[config.mk]
export PLATFORM = sky130hd
export DESIGN_NAME = led_pwm_fader
export DESIGN_NICKNAME = d
export VERILOG_FILES = /design/src/rtl/led_pwm_fader.sv
export SDC_FILE = /design/constraint.sdc
export NUM_CORES = 1
export LEC_CHECK = 0
export BUFFER_PORTS_ARGS = -buffer_cell sky130_fd_sc_hd__buf_2
export CORE_ASPECT_RATIO = 0.5
export CORE_MARGIN = 8
export CORE_UTILIZATION = 50
export CTS_BUF_LIST = sky130_fd_sc_hd__clkbuf_4 sky130_fd_sc_hd__clkbuf_8
export CTS_CLUSTER_SIZE = 40
export DETAILED_ROUTE_END_ITERATION = 10
export PLACE_DENSITY = 0.66
export SYNTH_ARGS = -nofsm -noshare
export SYNTH_HDL_FRONTEND = slang
export SYNTH_SLANG_ARGS = --single-unit
[constraint.sdc]
create_clock -name clk -period 4.4 [get_ports clk]
set_input_delay 0.22 -clock clk [delete_from_list [all_inputs] [get_ports clk]]
set_output_delay 0.22 -clock clk [all_outputs]
set_load 0.01 [all_outputs]
[src/rtl/led_pwm_fader.sv]
// Per-channel PWM dimmer for a rotating LED pattern: lit channels jump to full
// brightness and decay by FADE_STEP every 2^FADE_DIV cycles once released.
module led_pwm_fader #(
  parameter int N_LEDS    = 6,
  parameter int PWM_BITS  = 8,
  parameter int FADE_DIV  = 16,
  parameter int FADE_STEP = 8
) (
  input  logic              clk,
  input  logic              rst,
  input  logic [N_LEDS-1:0] pat_n,
  input  logic              enable,
  output logic [N_LEDS-1:0] led_n,
  output logic              frame
);

  localparam logic [PWM_BITS-1:0] BRIGHT_MAX = {PWM_BITS{1'b1}};
  localparam logic [PWM_BITS-1:0] BRIGHT_ZERO = {PWM_BITS{1'b0}};
  localparam logic [PWM_BITS-1:0] PWM_ONE = {{(PWM_BITS-1){1'b0}}, 1'b1};
  localparam logic [PWM_BITS-1:0] STEP = PWM_BITS'(FADE_STEP);
  localparam logic [FADE_DIV-1:0] PRESC_MAX = {FADE_DIV{1'b1}};
  localparam logic [FADE_DIV-1:0] PRESC_ONE = {{(FADE_DIV-1){1'b0}}, 1'b1};

  logic [N_LEDS-1:0]   pat_q_r;
  logic [PWM_BITS-1:0] pwm_ctr_r;
  logic [FADE_DIV-1:0] presc_r;
  logic [PWM_BITS-1:0] bright_r     [N_LEDS];
  logic [PWM_BITS-1:0] shadow_r     [N_LEDS];
  logic [PWM_BITS-1:0] bright_nxt_s [N_LEDS];
  logic [PWM_BITS-1:0] shadow_nxt_s [N_LEDS];
  logic [N_LEDS-1:0]   led_nxt_s;
  logic                wrap_s;
  logic                tick_s;

  // Saturating fade step: never wraps below zero.
  function automatic logic [PWM_BITS-1:0] fade_dec(input logic [PWM_BITS-1:0] b);
    if (b > STEP) begin
      fade_dec = b - STEP;
    end else begin
      fade_dec = BRIGHT_ZERO;
    end
  endfunction

  assign wrap_s = (pwm_ctr_r == BRIGHT_MAX);
  assign tick_s = (presc_r == PRESC_MAX);

  // Next brightness, period-latched duty and pin level for every channel.
  always_comb begin
    led_nxt_s = {N_LEDS{1'b1}};
    for (int i = 0; i < N_LEDS; i++) begin
      bright_nxt_s[i] = bright_r[i];
      shadow_nxt_s[i] = shadow_r[i];
      if (!enable) begin
        bright_nxt_s[i] = BRIGHT_ZERO;
        shadow_nxt_s[i] = BRIGHT_ZERO;
        led_nxt_s[i]    = 1'b1;
      end else begin
        // A lit pattern bit wins over a coincident fade tick.
        if (!pat_q_r[i]) begin
          bright_nxt_s[i] = BRIGHT_MAX;
        end else if (tick_s) begin
          bright_nxt_s[i] = fade_dec(bright_r[i]);
        end else begin
          bright_nxt_s[i] = bright_r[i];
        end
        if (wrap_s) begin
          shadow_nxt_s[i] = bright_r[i];
        end else begin
          shadow_nxt_s[i] = shadow_r[i];
        end
        led_nxt_s[i] = (pwm_ctr_r < shadow_r[i]) ? 1'b0 : 1'b1;
      end
    end
  end

  // Counters, pattern register, per-channel state and registered outputs.
  always_ff @(posedge clk or negedge rst) begin
    if (!rst) begin
      pwm_ctr_r <= BRIGHT_ZERO;
      presc_r   <= {FADE_DIV{1'b0}};
      pat_q_r   <= {N_LEDS{1'b1}};
      led_n     <= {N_LEDS{1'b1}};
      frame     <= 1'b0;
      for (int i = 0; i < N_LEDS; i++) begin
        bright_r[i] <= BRIGHT_ZERO;
        shadow_r[i] <= BRIGHT_ZERO;
      end
    end else begin
      pwm_ctr_r <= pwm_ctr_r + PWM_ONE;
      presc_r   <= presc_r + PRESC_ONE;
      pat_q_r   <= pat_n;
      led_n     <= led_nxt_s;
      frame     <= wrap_s;
      for (int i = 0; i < N_LEDS; i++) begin
        bright_r[i] <= bright_nxt_s[i];
        shadow_r[i] <= shadow_nxt_s[i];
      end
    end
  end

endmodule

---- Word level (Yosys, flattened, before mapping) ----
Cells that the tools add are included.
operators by class
  $add $sub $neg .......................... 8
  magnitude comparators ................... 12
  eq/ne operators ......................... 9
  mux-type cells .......................... 48
operators by type and width
  kind                                                 number
  two-way mux 8 bit                                    36
  > comparator 8 x 4 -> 1 bit (second input constant)  6
  < comparator 8 bit                                   6
  subtractor 8 x 4 -> 8 bit (second input constant)    6
  != test 3 x 2 -> 1 bit (second input constant)       6
  adder 16 x 1 -> 16 bit (second input constant)       1
  == test 16 bit (second input constant)               1
  two-way mux 1 bit                                    12
  adder 8 x 1 -> 8 bit (second input constant)         1
  == test 8 bit (second input constant)                1
  != test 2 x 1 -> 1 bit (second input constant)       1
storage, ports and cells
  flip-flop bits (word level) ............. 133

---- Depth between registers and ports, before layout ----
  depth after elaboration ................. 5
  depth in mapped cells ................... 8
  depth with buffers taken out ............ 7

---- Worst setup path before layout ----
No wires, ideal clock.
  path type ............................... reg2reg
  start point ............................. register presc_r[2]
  end point ............................... register bright_r[6] in the netlist's numbering
  setup time .............................. 0.126 ns
  data arrival time ....................... 1.797 ns
  path slack .............................. 2.477 ns
  cell stages (with the launch flop) ...... 8
  cells stage by stage .................... dfrtp_1 nand3_2 or4_4 buf_6 buf_8 nor4_1 nand3_1 o311a_1
between the ends
  cells in the longest elaborated chain, start to end .. 2
RTL lines
  element                                  line  RTL
  from (decl)                              26    logic [FADE_DIV-1:0] presc_r;
  from (signal assigned)                   80    presc_r <= {FADE_DIV{1'b0}};
  from (signal assigned)                   90    presc_r <= presc_r + PRESC_ONE;
  == test 16 bit                           45    assign tick_s = (presc_r == PRESC_MAX);
  != test 3 x 2 -> 1 bit (no source line)  n/a
  to (signal, indexed assignment)          95    bright_r[i] <= bright_nxt_s[i];
  to (decl)                                27    logic [PWM_BITS-1:0] bright_r [N_LEDS];
No other way between the ends.
A chain may end at the register's enable or synchronous reset.

---- Worst setup path in the final report ----
  start point ............................. register presc_r[0]
  end point ............................... register bright_r[37] in the netlist's numbering
Same word-level chain as after synthesis.

==> metrics.md <==
| Metric | Value |
|---|---|
| Status | complete, no violations |
| WP buf/inv | 0 |
| Final setup vio count | 0 |
| Synth area leader | dfrtp_1 |
| Slowest stage delay, CP | 550 ps |
| Comb power frac | 5.5% |
| #FFs+latches synth | 109 |
| Maximum clock path buffer count | 2 |
| Sw Pwr | 430 uW |
| Clock power frac | 33.5% |
| Post-DP HPWL | 8.30 mm |
| Layout fillers | 1002 |
| Kind of critical path | reg2reg |
| Final Wtd Congestion | 0.787 |
| Die width | 167 um |
| Hold slack | 7.29 ps |
| RSZ-0062 raised after global routing | false |
| Slew HR | 29.8% |
| Hold Buf Count CTS | 6 |
| Die Ht | 91.6 um |
| Overall power | 1760 uW |
| Vias | 4265 |
| FF/Latch Area | 2740 um^2 |
| I/O pin cnt | 16 |
| CP delay by family, top | simple AND/OR/NAND/NOR gates |
| Clock Pin Slew Worst Setup and Hold Paths | 90 ps |
| Seq pwr share | 61.0% |
| Worst-Skew Late Latency | 380 ps |
| Post-CTS Resized | 0 |
| Initial DRC count | 357 |
| Row count | 27 |
| Critical Path Sink Type | register |
| CTS tree | yes |
| Post-route minimum period | 2400 ps |
| Routed WL | 12.4 mm |
| Cell repeated most along the worst path | nand2_1 |
| Layout cells sized above 1 | 9.24% |
| Ys Warns | 0 |
| Largest net degree at the start of global routing | 81 |
| Drt pass-1 iters | 5 |
| CTS buffer count | 9 |
| P&R area growth vs syn | 7.82% |
| Req. time, crit path | 4700 ps |
| Startpoint types | register |
| Leakage power | 0.00261 uW |
| Sequential fraction of the synthesis area | 48.0% |
| Global-route usage over all layers | 17.3% |
| Syn Nets | 655 |
| CORE AREA | 11100 um^2 |
| Initial antenna violation count | 0 |
| Pwr Density | 285 nW/um^2 |
| Crit path max fanout | 8 |
| Ant. Diodes | 0 |
| Fmax | 0.417 GHz |
| Unique masters post-synth | 45 |
| Layout Utilization | 55.6% |
| Mapped Area | 5710 um^2 |
| Max Slew Vio Count | 0 |
| Average cell area after synthesis | 9.59 um^2 |
| Pint | 1330 uW |
| Synth top area share | 42.5% |
| Maxcap violations | 0 |
| Crit-path cells | ha_1 > nand2_1 > nor4_4 > nand2_1 > or4_1 > a31oi_1 |
| Remaining global-route overflow | 0 |
| Area of the multi-input gates | 2650 um^2 |
| Hold Crit Class | in2async |
| Die area | 15300 um^2 |
| Clock root buffer | clkbuf_8 |
| Inst Count DP | 740 |
| Final period utilization | 54.5% |
| # Post-CTS Setup Buffers | 0 |
| Setup_tns | 0 ps |
| Non-Filler Instances | 762 |
| Port bufs | 15 |
| First-pass GRT wire length | 21.5 mm |
| Hold Vio Cnt, Final | 0 |
| Worst-case vdd ir drop | 0.145 mV |
| Drt via density | 5.60 |
| Slew @ Worst Pin | 1050 ps |
| Nets | 671 |
| Vias in the first global route | 4164 |
| DRT antenna net count | 0 |
| Slowest CP cell | or4_1 |
| Switching Share | 24.5% |
| Starting Density | 51.6% |
| H-tree Lvls | 3 |
| TritonCTS Sinks | 109 |
| Largest cells by area after synthesis | dfrtp_1 (42%), ha_1 (11%), nand2_1 (6.1%), dfstp_2 (5.5%), a21oi_1 (5.2%) |
| Syn Inst Count | 596 |
| Crit path DAT | 2700 ps |
| Final Skew | 6.79 ps |
| Routed WL per cell | 16.3 um |
| Remaining DRCs | 0 |
==> synth_stat cells (all sizes together) <==
| library cell | number |
|---|---|
| a31oi | 15 |
| a21boi | 9 |
| mux2i | 9 |
| buf | 6 |
| dfrtp | 97 |
| nor2 | 26 |
| or4 | 4 |
| dfstp | 12 |
| nand2 | 93 |
| or3b | 3 |
| a211o | 1 |
| o31ai | 2 |
| a2111oi | 5 |
| a21o | 7 |
| inv | 61 |
| o2111ai | 1 |
| a211oi | 1 |
| nand4 | 18 |
| xor2 | 6 |
| nor3 | 7 |
| nand2b | 2 |
| o21ai | 15 |
| and4 | 6 |
| clkbuf | 14 |
| and3 | 3 |
| xnor2 | 14 |
| o41ai | 1 |
| ha | 50 |
| nor4 | 9 |
| nor2b | 1 |
| or3 | 10 |
| a21oi | 59 |
| nand3 | 20 |
| nor4b | 1 |
| o211ai | 1 |
| o2bb2ai | 5 |
| o311a | 2 |
==> placed cells by master, fill, tap and decap left out, drive strengths merged, types with 18 or more instances in the layout <==
master   n
a21oi   59
buf     19
dfrtp   97
ha      50
inv     61
nand2   93
nand3   20
nand4   18
nor2    26
==> stage by stage <==
step                cell area, um^2  worst slack (ps)
floorplan                      5710              2480
global placement               5910              2040
detailed placement             5910              2040
CTS                            6160              1990
global route                   6160              1790
finish                         6160              2000
==> path summary, 6_finish.rpt <==
kind / end / from / depth (start not counted) / slack, ps
worst max-delay path: bright_r[37] / presc_r[0] / 6 / 2000
worst min-delay path: bright_r[22] / rst / 1 / 7
worst max register to register: bright_r[37] / presc_r[0] / 6 / 2000
worst min register to register: presc_r[14] / presc_r[14] / 1 / 480
max in group asynchronous: shadow_r[42] / rst / 2 / 3410
min in group clk: led_n[0] / enable / 2 / 100
==> kinds of logic (layout without fill, tap and decap cells) <==
group	count (synthesis)	after routing	synth area share [%]
simple gates	203	203	17.6
compound gates	124	124	13.1
flops	109	109	48.0
buf+inv	81	102	5.67
fa+ha+maj	50	50	11.0
xor+xnor	20	20	3.07
mux	9	9	1.58
==> metal layers <==
| layer | vias up | GRT usage [%] | part of all wire [%] |
|---|---|---|---|
| li1 | 2115 | - | - |
| met1 | 2062 | 26.2 | 52 |
| met2 | 78 | 24.1 | 41 |
| met3 | 10 | 3.93 | 6.0 |
| met4 | 0 | 4.35 | 1.0 |
| met5 | - | 0 | 0 |
==> area by class of cell <==
class	instances	share of cell area, %
clock buffers	15	2.95
multi-input cells	406	43.1
clock inverters	1	0.0813
well taps	145	2.95
repair buffers	25	2.72
inverters	61	3.72
flip-flops and latches	109	44.5
==> power by group through the flow <==
stage	Sequential [uW]	Clock [uW]	Combinational (uW)
6_report	1070	589	95.9
5_1_grt	1080	648	113
4_1_cts	1070	611	99.0
3_5_place_dp	1090	0	94.2
3_3_place_gp	1090	0	92.1
2_1_floorplan	1070	0	57.8
==> sequential cells by signal (all words and copies together), names as in the netlist <==
signal	flops
bright_r	36
shadow_r	36
presc_r	16
pwm_ctr_r	8
led_n	6
pat_q_r	6
frame	1
No activity file was read; power rests on OpenSTA's default activity.
